[src/rtl/h264enc_gm_pkg.sv]
// Shared constants and FSM encoding for the encoder generic-master arbiter.
package h264enc_gm_pkg;

  localparam logic [1:0] GM_BURST_INCR = 2'b01;
  localparam logic [3:0] GM_CACHE      = 4'b0011;
  localparam logic [2:0] GM_PROT       = 3'b000;
  localparam logic [2:0] GM_SIZE_64    = 3'b011;

  typedef enum logic [1:0] {
    ST_IDLE  = 2'd0,
    ST_CMD   = 2'd1,
    ST_WDATA = 2'd2
  } gm_state_e;

endpackage

[src/rtl/h264enc_gm_arbiter_rr_pick.sv]
// Circular priority picker: first set request at or after rr_ptr.
module gm_rr_pick #(
  parameter int NUM_REQ = 3,
  parameter int IDXW    = 2
) (
  input  logic [NUM_REQ-1:0] req,
  input  logic [IDXW-1:0]    rr_ptr,
  output logic [IDXW-1:0]    pick_idx,
  output logic               pick_any
);

  int cand;

  // Walk offsets from farthest to nearest so the nearest hit wins.
  always_comb begin
    pick_idx = '0;
    pick_any = 1'b0;
    cand     = 0;
    for (int k = NUM_REQ - 1; k >= 0; k--) begin
      cand = (int'(rr_ptr) + k) % NUM_REQ;
      if (req[IDXW'(cand)]) begin
        pick_idx = IDXW'(cand);
        pick_any = 1'b1;
      end
    end
  end

endmodule

[src/rtl/h264enc_gm_arbiter.sv]
// Round-robin arbiter sharing the DW_axi_gm command/data port between encoder
// DMA requesters; write bursts hold the grant, read data is routed by gm_sid.
//
// state    | meaning
// ST_IDLE  | no grant; pick next requester round-robin
// ST_CMD   | command of gnt_idx presented to the bridge
// ST_WDATA | remaining write beats of gnt_idx; grant locked
module h264enc_gm_arbiter
  import h264enc_gm_pkg::*;
#(
  parameter int NUM_REQ  = 3,
  parameter int AXI_DW   = 64,
  parameter int AXI_AW   = 32,
  parameter int AXI_MIDW = 4
) (
  input  logic                        axi_clk,
  input  logic                        axi_rstn,
  input  logic [NUM_REQ-1:0]          req_mread,
  input  logic [NUM_REQ-1:0]          req_mwrite,
  input  logic [NUM_REQ*AXI_AW-1:0]   req_maddr,
  input  logic [NUM_REQ*4-1:0]        req_mlen,
  input  logic [NUM_REQ*AXI_DW-1:0]   req_mdata,
  input  logic [NUM_REQ*AXI_DW/8-1:0] req_mwstrb,
  output logic [NUM_REQ-1:0]          req_saccept,
  output logic [NUM_REQ-1:0]          rsp_svalid,
  output logic [AXI_DW-1:0]           rsp_sdata,
  output logic                        rsp_slast,
  output logic [2:0]                  rsp_sresp,
  input  logic [NUM_REQ-1:0]          rsp_mready,
  output logic [AXI_AW-1:0]           gm_maddr,
  output logic [3:0]                  gm_mlen,
  output logic [AXI_DW-1:0]           gm_mdata,
  output logic [AXI_DW/8-1:0]         gm_mwstrb,
  output logic [AXI_MIDW-1:0]         gm_mid,
  output logic                        gm_mread,
  output logic                        gm_mwrite,
  output logic [1:0]                  gm_mburst,
  output logic [3:0]                  gm_mcache,
  output logic [2:0]                  gm_mprot,
  output logic [2:0]                  gm_msize,
  output logic                        gm_mlock,
  output logic                        gm_mready,
  input  logic                        gm_saccept,
  input  logic                        gm_svalid,
  input  logic                        gm_slast,
  input  logic [AXI_DW-1:0]           gm_sdata,
  input  logic [2:0]                  gm_sresp,
  input  logic [AXI_MIDW-1:0]         gm_sid,
  output logic                        err_sid
);

  localparam int IDXW = $clog2(NUM_REQ);
  localparam int SW   = AXI_DW / 8;

  gm_state_e         state_q, state_d;
  logic [IDXW-1:0]   rr_ptr_q, rr_ptr_d;
  logic [IDXW-1:0]   gnt_idx_q, gnt_idx_d;
  logic [3:0]        beat_cnt_q, beat_cnt_d;
  logic [AXI_AW-1:0] addr_q, addr_d;
  logic [3:0]        len_q, len_d;
  logic              err_sid_q, err_sid_d;

  logic [NUM_REQ-1:0] req_any;
  logic [IDXW-1:0]    pick_idx;
  logic               pick_any;

  logic              sel_rd, sel_wr;
  logic [AXI_AW-1:0] sel_addr;
  logic [3:0]        sel_len;
  logic [AXI_DW-1:0] sel_data;
  logic [SW-1:0]     sel_strb;
  logic [IDXW-1:0]   gnt_next;
  logic              sid_bad;

  assign req_any = req_mread | req_mwrite;

  gm_rr_pick #(
    .NUM_REQ (NUM_REQ),
    .IDXW    (IDXW)
  ) u_pick (
    .req      (req_any),
    .rr_ptr   (rr_ptr_q),
    .pick_idx (pick_idx),
    .pick_any (pick_any)
  );

  always_comb begin
    sel_rd   = 1'b0;
    sel_wr   = 1'b0;
    sel_addr = '0;
    sel_len  = '0;
    sel_data = '0;
    sel_strb = '0;
    for (int i = 0; i < NUM_REQ; i++) begin
      if (gnt_idx_q == IDXW'(i)) begin
        sel_rd   = req_mread[i];
        sel_wr   = req_mwrite[i];
        sel_addr = req_maddr[i*AXI_AW +: AXI_AW];
        sel_len  = req_mlen[i*4 +: 4];
        sel_data = req_mdata[i*AXI_DW +: AXI_DW];
        sel_strb = req_mwstrb[i*SW +: SW];
      end
    end
  end

  assign gnt_next = (gnt_idx_q == IDXW'(NUM_REQ - 1)) ? '0 : gnt_idx_q + 1'b1;

  always_ff @(posedge axi_clk or negedge axi_rstn) begin
    if (!axi_rstn) begin
      state_q    <= ST_IDLE;
      rr_ptr_q   <= '0;
      gnt_idx_q  <= '0;
      beat_cnt_q <= '0;
      addr_q     <= '0;
      len_q      <= '0;
      err_sid_q  <= 1'b0;
    end else begin
      state_q    <= state_d;
      rr_ptr_q   <= rr_ptr_d;
      gnt_idx_q  <= gnt_idx_d;
      beat_cnt_q <= beat_cnt_d;
      addr_q     <= addr_d;
      len_q      <= len_d;
      err_sid_q  <= err_sid_d;
    end
  end

  always_comb begin
    state_d    = state_q;
    rr_ptr_d   = rr_ptr_q;
    gnt_idx_d  = gnt_idx_q;
    beat_cnt_d = beat_cnt_q;
    addr_d     = addr_q;
    len_d      = len_q;
    err_sid_d  = err_sid_q | (gm_svalid & sid_bad);
    unique case (state_q)
      ST_IDLE: begin
        if (pick_any) begin
          gnt_idx_d = pick_idx;
          state_d   = ST_CMD;
        end
      end
      ST_CMD: begin
        if (gm_saccept) begin
          rr_ptr_d = gnt_next;
          addr_d   = sel_addr;
          len_d    = sel_len;
          // A request with both bits set is a write.
          if (sel_wr && (sel_len != 4'd0)) begin
            beat_cnt_d = sel_len;
            state_d    = ST_WDATA;
          end else begin
            state_d = ST_IDLE;
          end
        end
      end
      ST_WDATA: begin
        if (gm_saccept) begin
          beat_cnt_d = beat_cnt_q - 4'd1;
          if (beat_cnt_q == 4'd1) state_d = ST_IDLE;
        end
      end
      default: state_d = ST_IDLE;
    endcase
  end

  always_comb begin
    gm_mread    = 1'b0;
    gm_mwrite   = 1'b0;
    gm_maddr    = '0;
    gm_mlen     = '0;
    gm_mdata    = '0;
    gm_mwstrb   = '0;
    gm_mid      = '0;
    req_saccept = '0;
    unique case (state_q)
      ST_CMD: begin
        gm_mwrite = sel_wr;
        gm_mread  = sel_rd & ~sel_wr;
        gm_maddr  = sel_addr;
        gm_mlen   = sel_len;
        gm_mdata  = sel_data;
        gm_mwstrb = sel_strb;
        gm_mid    = AXI_MIDW'(gnt_idx_q);
      end
      ST_WDATA: begin
        gm_mwrite = 1'b1;
        gm_maddr  = addr_q;
        gm_mlen   = len_q;
        gm_mdata  = sel_data;
        gm_mwstrb = sel_strb;
        gm_mid    = AXI_MIDW'(gnt_idx_q);
      end
      default: ;
    endcase
    for (int i = 0; i < NUM_REQ; i++) begin
      req_saccept[i] = gm_saccept & (state_q != ST_IDLE) & (gnt_idx_q == IDXW'(i));
    end
  end

  // Responses for unknown sids are swallowed so the bridge never stalls.
  always_comb begin
    sid_bad    = (gm_sid >= AXI_MIDW'(NUM_REQ));
    gm_mready  = 1'b1;
    rsp_svalid = '0;
    for (int i = 0; i < NUM_REQ; i++) begin
      if (gm_sid == AXI_MIDW'(i)) begin
        gm_mready     = rsp_mready[i];
        rsp_svalid[i] = gm_svalid;
      end
    end
  end

  assign rsp_sdata = gm_sdata;
  assign rsp_slast = gm_slast;
  assign rsp_sresp = gm_sresp;
  assign err_sid   = err_sid_q;

  assign gm_mburst = GM_BURST_INCR;
  assign gm_mcache = GM_CACHE;
  assign gm_mprot  = GM_PROT;
  assign gm_msize  = GM_SIZE_64;
  assign gm_mlock  = 1'b0;

endmodule
[config.mk]
export PLATFORM = sky130hd
export DESIGN_NAME = h264enc_gm_arbiter
export DESIGN_NICKNAME = d
export VERILOG_FILES = /design/src/rtl/h264enc_gm_pkg.sv /design/src/rtl/h264enc_gm_arbiter_rr_pick.sv /design/src/rtl/h264enc_gm_arbiter.sv
export SDC_FILE = /design/constraint.sdc
export NUM_CORES = 1
export LEC_CHECK = 0
export BUFFER_PORTS_ARGS = -buffer_cell sky130_fd_sc_hd__buf_2
export CORE_AREA = 2 2 237 239
export DETAILED_ROUTE_END_ITERATION = 12
export DIE_AREA = 0 0 239 241
export GPL_ROUTABILITY_DRIVEN = 0
export SYNTH_ARGS = -nofsm -noshare
export SYNTH_HDL_FRONTEND = slang
export SYNTH_SLANG_ARGS = --single-unit
[constraint.sdc]
create_clock -name axi_clk -period 2.55 [get_ports axi_clk]
set_input_delay 0.51 -clock axi_clk [delete_from_list [all_inputs] [get_ports axi_clk]]
set_output_delay 0.51 -clock axi_clk [all_outputs]
set_load 0.02 [all_outputs]
==> results.json, run 1 <==
{
  "cts_tree": "yes",
  "io_buffers": 460,
  "fp.dieArea_mm2": 0.0576,
  "num-nets-final": 1676,
  "core_area_mm2": 0.0549,
  "met1_routing_resource_usage_after_global_routing": 0.126,
  "post_synth.cell_area_avg_um2": 7.05,
  "hold_buffers": 0,
  "timing.setup.critical_path_class": "flip-flop to output pin",
  "cts_made_buffers": 5,
  "r2r-end": "beat_cnt_q[3]",
  "fin_skew_ns": 0.0139,
  "worstRegToRegCells": 7,
  "finalSetupViolations": 0,
  "critPathArrivalTime_ns": 2.01,
  "portion_of_synthesized_cell_area_occupied_by_the_leading_cell_type": 0.191,
  "globalRoute.totalOverflow": 0,
  "timing.rr.start": "gnt_idx_q[0]",
  "finalMaxSlewViolations": 0,
  "met3_global_route_usage": 0.0413,
  "power.leakage_uw": 0.00481,
  "final_period_minus_worst_setup_slack_ns": 2.52,
  "critPathLaunchType": "flip-flop",
  "wl_per_cell_um": 19.1,
  "die_h_um": 241,
  "hp-class": "primary input to asynchronous set/reset pin",
  "outcome": "finished, final reports clean",
  "drt_pass1_iterations": 4,
  "ys_dominant_reg_cell": "dfrtp_1",
  "synth-xor-area-share": 0,
  "cts.reportedPaths.clkPinSlew_ns": 0.08,
  "synth_compound_area_frac": 0.163,
  "gr-usage-met2": 0.195,
  "totalWireLength_um": 37600,
  "synth_mux_area_frac": 0.188,
  "clk-insertion-delay-late_ns": 0.31,
  "ioPinCount": 612,
  "h-tree-depth": 2,
  "gr-usage-all-layers": 0.116,
  "dp_cells": 1938,
  "layout_cell_share_with_drive_strength_beyond_1": 0.491,
  "drt_first_iter_violations": 281,
  "critical_path.max_fanout": 8,
  "timing.reg2reg.setup_slack_ns": 0.15,
  "via_count": 7611,
  "timing.max_cap.violations": 0,
  "finalCritPeriodShare": 0.988,
  "max_freq_ghz": 0.397,
  "setup.worst_path.end_class": "output pin",
  "fin_ws_ns": 0.0302,
  "multi_input_comb_area_mm2": 0.00451,
  "vias_per_cell": 3.86,
  "netlist_instances": 876,
  "cts.root.buffer_cell": "clkbuf_16",
  "die-width_um": 239,
  "grt_pass1_wl_um": 47800,
  "timing_hold_violations_final": 0,
  "ff_latch_area_mm2": 0.00118,
  "grt_pass1_vias": 6969,
  "power.total_uw": 12300,
  "syn-cell-area_mm2": 0.00617,
  "drc": 0,
  "syn_to_final_growth_pct": 64.3,
  "largest_vdd_supply_drop_uv": 463,
  "critPathRequiredTime_ns": 2.04,
  "start_util": 0.112,
  "p_per_area_mw_per_mm2": 1210,
  "cts_buffer_depth": 2,
  "ant_nets": 0,
  "synth_area_leader_cell": "dfrtp_1",
  "dominant_combinational_cell_family_by_area_after_synthesis": "simple AND/OR/NAND/NOR gates",
  "ys_types": 41,
  "synth_enable_flop_cells": 0,
  "preCtsSetupSlack_ns": 0.0496,
  "floorplan.rows": 86,
  "grt_antenna_before_repair": 13,
  "synthSimpleGateAreaFrac": 0.288,
  "actual_slew_at_the_worst_max_slew_pin_ns": 0.638,
  "grt_start_max_net_pins": 62,
  "async_flop_share": 1.00,
  "placement.cell_area_mm2": 0.00897,
  "dp_hpwl_um": 30000,
  "synth.yosys.seq_area_share": 0.191,
  "busiest_grt_layer": "met2",
  "worst_slew_margin_rel": 0.575,
  "post_synthesis_share_of_cell_area_spent_on_full_adders_half_adders_and_majority_gates": 0.0158,
  "yosys-top-cells-area": "dfrtp_1, mux2i_1, nand2_1",
  "finish.instance_area_mm2": 0.0101,
  "rsz0062_at_grt": "true",
  "fin_cells": 1970,
  "filler_cell_count": 6226,
  "ys.warnings.count": 0,
  "clock-sinks": 47,
  "yosys_register_bits": 47
}
## worst max-delay path, stage by stage (launching register included)
cell,delay (ns)
dfrtp_4,0.55
nor2b_4,0.23
buf_12,0.19
buf_12,0.13
buf_16,0.14
nand2_2,0.08
o21ai_4,0.07
and2_4,0.16
buf_6,0.12
## placed cells by master, fill, tap and decap left out, drive strengths merged, types with 4 or more instances in the layout
cell type / synthesis / final
and2: 76 / 76
a21oi: 8 / 8
nor2: 7 / 7
nand2b: 5 / 5
o21ai: 111 / 111
ha: 7 / 7
nor3: 5 / 5
mux2i: 114 / 114
and3: 4 / 4
clkbuf: 51 / 10
diode: 0 / 5
conb: 2 / 15
a22oi: 36 / 36
inv: 8 / 9
buf: 100 / 509
nand2: 226 / 226
dfrtp: 47 / 47
nor2b: 39 / 39
o2bb2ai: 5 / 5
## state kept, by name, indices dropped and copies added (netlist names)
signal	cells
state_q	2
beat_cnt_q	4
gnt_idx_q	2
rr_ptr_q	2
addr_q	32
len_q	4
err_sid	1
## cells in the mapped netlist (all sizes together) (5+ instances only)
master / instances
a22oi: 36
nand2: 226
nor2b: 39
nand2b: 5
nor2: 7
inv: 8
and2: 76
buf: 100
o2bb2ai: 5
clkbuf: 51
nor3: 5
dfrtp: 47
mux2i: 114
a21oi: 8
o21ai: 111
ha: 7
## routing by layer
| metal | share of wire | wire length [um] |
|---|---|---|
| met1 | 0.37 | 14100 |
| met2 | 0.46 | 17400 |
| met3 | 0.096 | 3610 |
| met4 | 0.066 | 2490 |
| met5 | 0.00069 | 26 |
## how the worst max path moves through the flow
stage                      start        endpoint  slack (ns)  cells after the start
floorplan           gnt_idx_q[0]  req_saccept[1]        0.03                      5
global placement    gnt_idx_q[0]      gm_mlen[1]        0.08                      6
detailed placement  gnt_idx_q[0]      gm_mlen[1]        0.05                      6
CTS                 gnt_idx_q[0]      gm_mlen[1]       -0.05                      6
global route        gnt_idx_q[0]     gm_maddr[5]       -0.07                      7
finish              gnt_idx_q[0]    gm_mwstrb[2]        0.03                      8
## cell families after synthesis
group           after synthesis
buf+inv                     159
compound gates              170
flops                        47
simple gates                374
mux                         116
other cells                   2
fa+ha+maj                     8
## timing repair
item / 4_1_cts / 5_1_grt
resized for setup: 61 / 177
endpoints found under the setup margin: 36 / 66
cloned: 4 / 4
pin swaps: 3 / 28
buffers inserted: 3 / 13
## layout make-up
| class | count | area share |
|---|---|---|
| diodes | 5 | 0.00123 |
| multi-input cells | 683 | 0.445 |
| clock buffers | 5 | 0.0123 |
| inverters | 8 | 0.00296 |
| clock inverters | 3 | 0.00703 |
| well taps | 704 | 0.0868 |
| flip-flops and latches | 47 | 0.117 |
| repair buffers | 515 | 0.328 |
## metrics by stage
step           utilization  hold WS (ns)  setup TNS (ns)
6_report             0.185         0.219               0
5_1_grt              0.185         0.247           -1.58
4_1_cts              0.173         0.239          -0.362
3_5_place_dp         0.163         0.441               0
3_3_place_gp         0.163         0.438               0
2_1_floorplan            -         0.214               0
## report_power, final
group          switching [uW]  total, uW  internal (uW)
clock                     349        919            570
combinational            5700      10100           4360
sequential                236       1330           1100
total                    6280      12300           6020
Power figures use the tool's default switching activity.
==> run 2, diff against run 1 <==
Settings changed: CORE_AREA 2 2 237 239 to 2 2 235 237, DIE_AREA 0 0 239 241 to 0 0 237 239, GPL_ROUTABILITY_DRIVEN 0 to default, SETUP_SLACK_MARGIN from default to 0.5.
Clock period 2.55 ns to 2.9 ns, I/O delays scaled along.
==> run 2 against run 1 <==
Global-route usage is 1.7 points higher. Sequential share of layout area is 1.1 points lower. Via count is 4.8% higher. Clock skew is 0.0043 ns lower. Flip-flop and latch count stayed put. Critical endpoint is now gm_mdata[11]. Largest cell class unchanged. Largest power group unchanged.
==> results.json, run 2 (synthesis results as in run 1) <==
{
  "fp.dieArea_mm2": 0.0566,
  "setup.worst_path.end_class": "output pin",
  "critPathRequiredTime_ns": 2.32,
  "placement.cell_area_mm2": 0.00889,
  "rsz0062_at_grt": "true",
  "hp-class": "primary input to asynchronous set/reset pin",
  "power.leakage_uw": 0.00534,
  "ant_nets": 0,
  "setup.worst_path.end": "gm_mdata[11]",
  "totalWireLength_um": 41500,
  "timing.reg2reg.setup_slack_ns": 0.37,
  "largest_reg_flops": 32,
  "finalCritPeriodShare": 0.929,
  "max_freq_ghz": 0.371,
  "cts_tree": "yes",
  "cts.reportedPaths.clkPinSlew_ns": 0.07,
  "critical_path.max_fanout": 6,
  "p_per_area_mw_per_mm2": 1120,
  "layout_top_registers": "addr_q x32, beat_cnt_q x4, len_q x4",
  "layout_commonest_cell": "buf_2",
  "io_buffers": 460,
  "finish.instance_area_mm2": 0.0112,
  "timing.max_cap.violations": 0,
  "fin_skew_ns": 0.00966,
  "drt_pass1_iterations": 5,
  "critPathLaunchType": "flip-flop",
  "finalMaxSlewViolations": 0,
  "layout_cell_share_with_drive_strength_beyond_1": 0.549,
  "fin_cells": 2026,
  "worstRegToRegCells": 15,
  "h-tree-depth": 2,
  "syn_to_final_growth_pct": 81.9,
  "gr-usage-all-layers": 0.133,
  "globalRoute.totalOverflow": 0,
  "wl_per_cell_um": 20.5,
  "drt_first_iter_violations": 326,
  "drc": 0,
  "timing.critical_path.from": "gnt_idx_q[0]",
  "timing.setup.critical_path_class": "flip-flop to output pin",
  "start_util": 0.114,
  "timing_hold_violations_final": 0,
  "finalSetupViolations": 0,
  "num-nets-final": 1729,
  "final.setup.tns_ns": 0,
  "grt_pass1_vias": 7247,
  "largest-register": "addr_q",
  "clock-sinks": 47,
  "hold_slack_ns": 0.257,
  "place.gp.congestion": 0.791,
  "dp_cells": 1935,
  "final_period_minus_worst_setup_slack_ns": 2.69,
  "via_count": 7977,
  "ioPinCount": 612,
  "actual_slew_at_the_worst_max_slew_pin_ns": 0.557,
  "grt_antenna_before_repair": 15,
  "grt_start_max_net_pins": 81,
  "worst_slew_margin_rel": 0.628,
  "largest_vdd_supply_drop_uv": 439,
  "dp_hpwl_um": 30100,
  "critPathArrivalTime_ns": 2.11,
  "core_area_mm2": 0.0543,
  "cts.root.buffer_cell": "clkbuf_16",
  "grt_pass1_wl_um": 52800,
  "timing.rr.start": "gnt_idx_q[0]",
  "outcome": "finished, final reports clean",
  "clk-insertion-delay-late_ns": 0.31,
  "die_h_um": 239,
  "cts_made_buffers": 5,
  "r2r-end": "addr_q[25]",
  "vias_per_cell": 3.94,
  "final_util": 0.207,
  "cts_buffer_depth": 2,
  "floorplan.rows": 86,
  "final_cell_mix": "buf_2, nand2_1, mux2i_1",
  "die-width_um": 237
}
==> run 2: critical path, cell delays in order, from the launching register on <==
cell	delay, ns
dfrtp_4	0.51
buf_12	0.14
nor2b_4	0.12
buf_12	0.15
buf_12	0.16
buf_12	0.14
clkbuf_16	0.14
nand2_1	0.05
o21ai_0	0.08
and2_1	0.17
buf_6	0.12
==> run 2: metal layers <==
metal / track usage / part of all wire
met1: 0.153 / 0.38
met2: 0.229 / 0.49
met3: 0.0336 / 0.079
met4: 0.0639 / 0.048
met5: 0 / 0
==> run 2: final cells by class <==
cell class	instances	area (um^2)
clock inverters	2	38.8
diodes	8	20.0
inverters	8	30.0
well taps	704	881
multi-input cells	683	4750
flip-flops and latches	47	1180
fillers	6018	43100
repair buffers	568	4180
clock buffers	6	139
==> run 2: stage by stage <==
step / total power (uW) / setup slack [ns]
after global placement: 8490 / 0.176
after global routing: 13400 / 0.113
after CTS: 11400 / 0.218
after floorplan: 5870 / 0.548
after detailed placement: 8480 / 0.197
final: 12500 / 0.207
==> run 2: worst min path at each step <==
stage | cells past startpoint | endpoint
6_report | 1 | addr_q[6]
5_1_grt | 1 | addr_q[15]
4_1_cts | 1 | addr_q[15]
3_5_place_dp | 2 | addr_q[15]
3_3_place_gp | 2 | addr_q[15]
2_1_floorplan | 0 | addr_q[0]
==> run 2: power breakdown <==
group	total [uW]	internal [uW]	switching, uW
clock	718	434	284
sequential	1160	963	196
combinational	10700	5050	5610
==> run 2: timing repair <==
action | CTS | global route
setup endpoints to repair | 116 | 118
hold buffers | 0 | 0
buffers inserted | 35 | 24
gates resized for setup | 203 | 177
cloned | 10 | 6
pin swaps | 22 | 53
==> run 3, diff against run 2 <==
Settings changed: BUFFER_PORTS_ARGS -buffer_cell sky130_fd_sc_hd__buf_2 to default, CORE_AREA 2 2 235 237 to 2 2 236 238, CTS_CLUSTER_SIZE from default to 30, DIE_AREA 0 0 237 239 to 0 0 238 240, DONT_BUFFER_PORTS from default to 1.
==> run 3 against run 2 <==
Maximum frequency increased by 3.9%. Final cell count is 21% lower. Largest power group unchanged. Flip-flop and latch count stayed put. Worst setup slack better by 0.10 ns.
==> results.json, run 3 (synthesis results as in run 1) <==
{
  "finalMaxSlewViolations": 0,
  "timing.setup.critical_path_class": "flip-flop to output pin",
  "cts.reportedPaths.clkPinSlew_ns": 0.07,
  "layout_top_registers": "addr_q x32, beat_cnt_q x4, len_q x4",
  "ant_nets": 0,
  "ioPinCount": 612,
  "grt_pass1_wl_um": 48400,
  "dp_cells": 1518,
  "start_util": 0.113,
  "top_layer": "met5",
  "largest-register": "addr_q",
  "cts_buffer_depth": 2,
  "place.gp.congestion": 0.779,
  "grt_start_max_net_pins": 65,
  "rsz0062_at_grt": "true",
  "num-nets-final": 1312,
  "critical_path.max_fanout": 7,
  "final_cell_mix": "nand2_1, mux2i_1, buf_4",
  "filler_cell_count": 6094,
  "timing_hold_violations_final": 0,
  "drc": 0,
  "finalCritPeriodShare": 0.894,
  "drt_pass1_iterations": 5,
  "cts_tree": "yes",
  "power.leakage_uw": 0.00379,
  "via_count": 6613,
  "largest_reg_flops": 32,
  "grt_pass1_vias": 5871,
  "grt_antenna_before_repair": 9,
  "actual_slew_at_the_worst_max_slew_pin_ns": 0.506,
  "hp-class": "primary input to asynchronous set/reset pin",
  "h-tree-depth": 2,
  "fin_skew_ns": 0.00389,
  "drt-met1-wl_um": 14700,
  "clock-sinks": 47,
  "wl_per_cell_um": 25.0,
  "drt_first_iter_violations": 286,
  "outcome": "finished, final reports clean",
  "critPathRequiredTime_ns": 2.32,
  "final_period_minus_worst_setup_slack_ns": 2.59,
  "setup.worst_path.end_class": "output pin",
  "critPathLaunchType": "flip-flop",
  "io_buffers": 0,
  "globalRoute.totalOverflow": 0,
  "max_freq_ghz": 0.386,
  "largest_vdd_supply_drop_uv": 453,
  "dp_hpwl_um": 28800,
  "die_h_um": 240,
  "critPathArrivalTime_ns": 2.01,
  "met2_length_um": 20400,
  "layout_cell_share_with_drive_strength_beyond_1": 0.399,
  "core_area_mm2": 0.0547,
  "layout_commonest_cell": "nand2_1",
  "cts_made_buffers": 5,
  "vias_per_cell": 4.12,
  "floorplan.rows": 86,
  "gr-usage-all-layers": 0.125,
  "worst_slew_margin_rel": 0.663,
  "clk-insertion-delay-late_ns": 0.31,
  "die-width_um": 238,
  "final.setup.tns_ns": 0,
  "worstRegToRegCells": 10,
  "cts.root.buffer_cell": "clkbuf_16",
  "met3WireLength_um": 3070,
  "p_per_area_mw_per_mm2": 1260,
  "syn_to_final_growth_pct": 49.0,
  "finalSetupViolations": 0,
  "totalWireLength_um": 40100,
  "timing.max_cap.violations": 0,
  "fin_cells": 1605,
  "fp.dieArea_mm2": 0.0571
}
run 3: cell types whose count changed in the layout (fill, tap and decap cells not counted), moves of 5 or more:
cell | previous run | this run
buf_12 | 19 | 30
nand2_1 | 187 | 176
o21ai_0 | 62 | 39
and2_1 | 55 | 14
o21ai_1 | 11 | 27
and2_4 | 20 | 57
buf_4 | 92 | 87
buf_6 | 64 | 11
buf_16 | 10 | 16
nand2_4 | 17 | 30
buf_2 | 370 | 0
run 3: layout make-up:
type / instances / area [um^2] / share of cell area
multi-input cells: 683 / 4970 / 0.540
repair buffers: 151 / 1970 / 0.214
flip-flops and latches: 47 / 1180 / 0.129
well taps: 704 / 881 / 0.0958
clock buffers: 7 / 143 / 0.0155
inverters: 8 / 30.0 / 0.00327
diodes: 4 / 10.0 / 0.00109
clock inverters: 1 / 8.76 / 0.000952
run 3: what timing repair did:
| action | CTS | global route |
|---|---|---|
| setup endpoints to repair | 114 | 117 |
| buffers inserted | 41 | 17 |
| hold buffers | 1 | 0 |
| endpoints found under the hold margin | 47 | 0 |
| cloned | 12 | 4 |
| resized for setup | 235 | 158 |
| pin swaps | 39 | 45 |
run 3: power breakdown:
group          internal (uW)  leakage (uW)  switching, uW
Clock                    347     0.0000741            294
Combinational           4460       0.00314           5350
Sequential               963      0.000581            221
Total                   5770       0.00379           5860
run 3: through the flow:
step	util	power, uW	setup WS, ns	hold WS (ns)	cell area, um^2
floorplan	-	5870	0.548	0.284	6230
global placement	0.128	7980	0.391	0.286	7020
detailed placement	0.128	8010	0.356	0.285	7020
CTS	0.155	10800	0.301	0.114	8460
global route	0.168	12300	0.214	0.124	9190
finish	0.168	11600	0.307	0.117	9200
run 3: routing by layer:
metal / up-vias / GRT usage
li1: 2899 / -
met1: 3120 / 0.131
met2: 497 / 0.227
met3: 95 / 0.0381
met4: 2 / 0.0614
met5: - / 0
run 3: path summary, 6_finish.rpt:
path | end | from | slack (ns)
setup / recovery | gm_mlen[2] | gnt_idx_q[0] | 0.31
hold / removal | err_sid | axi_rstn | 0.12
setup reg to reg | beat_cnt_q[3] | gnt_idx_q[1] | 0.42
hold reg to reg | addr_q[10] | addr_q[10] | 0.48
max in group asynchronous | gnt_idx_q[0] | axi_rstn | 2.52
min in group axi_clk | err_sid | gm_svalid | 0.39
run 3: critical path, stage by stage, from the launching register on:
cell and delay (ns):
dfrtp_4 0.56, nor2b_4 0.20, buf_12 0.17, buf_12 0.16, o2bb2ai_4 0.15, a22oi_1 0.09, nor2b_1 0.17, buf_4 0.18
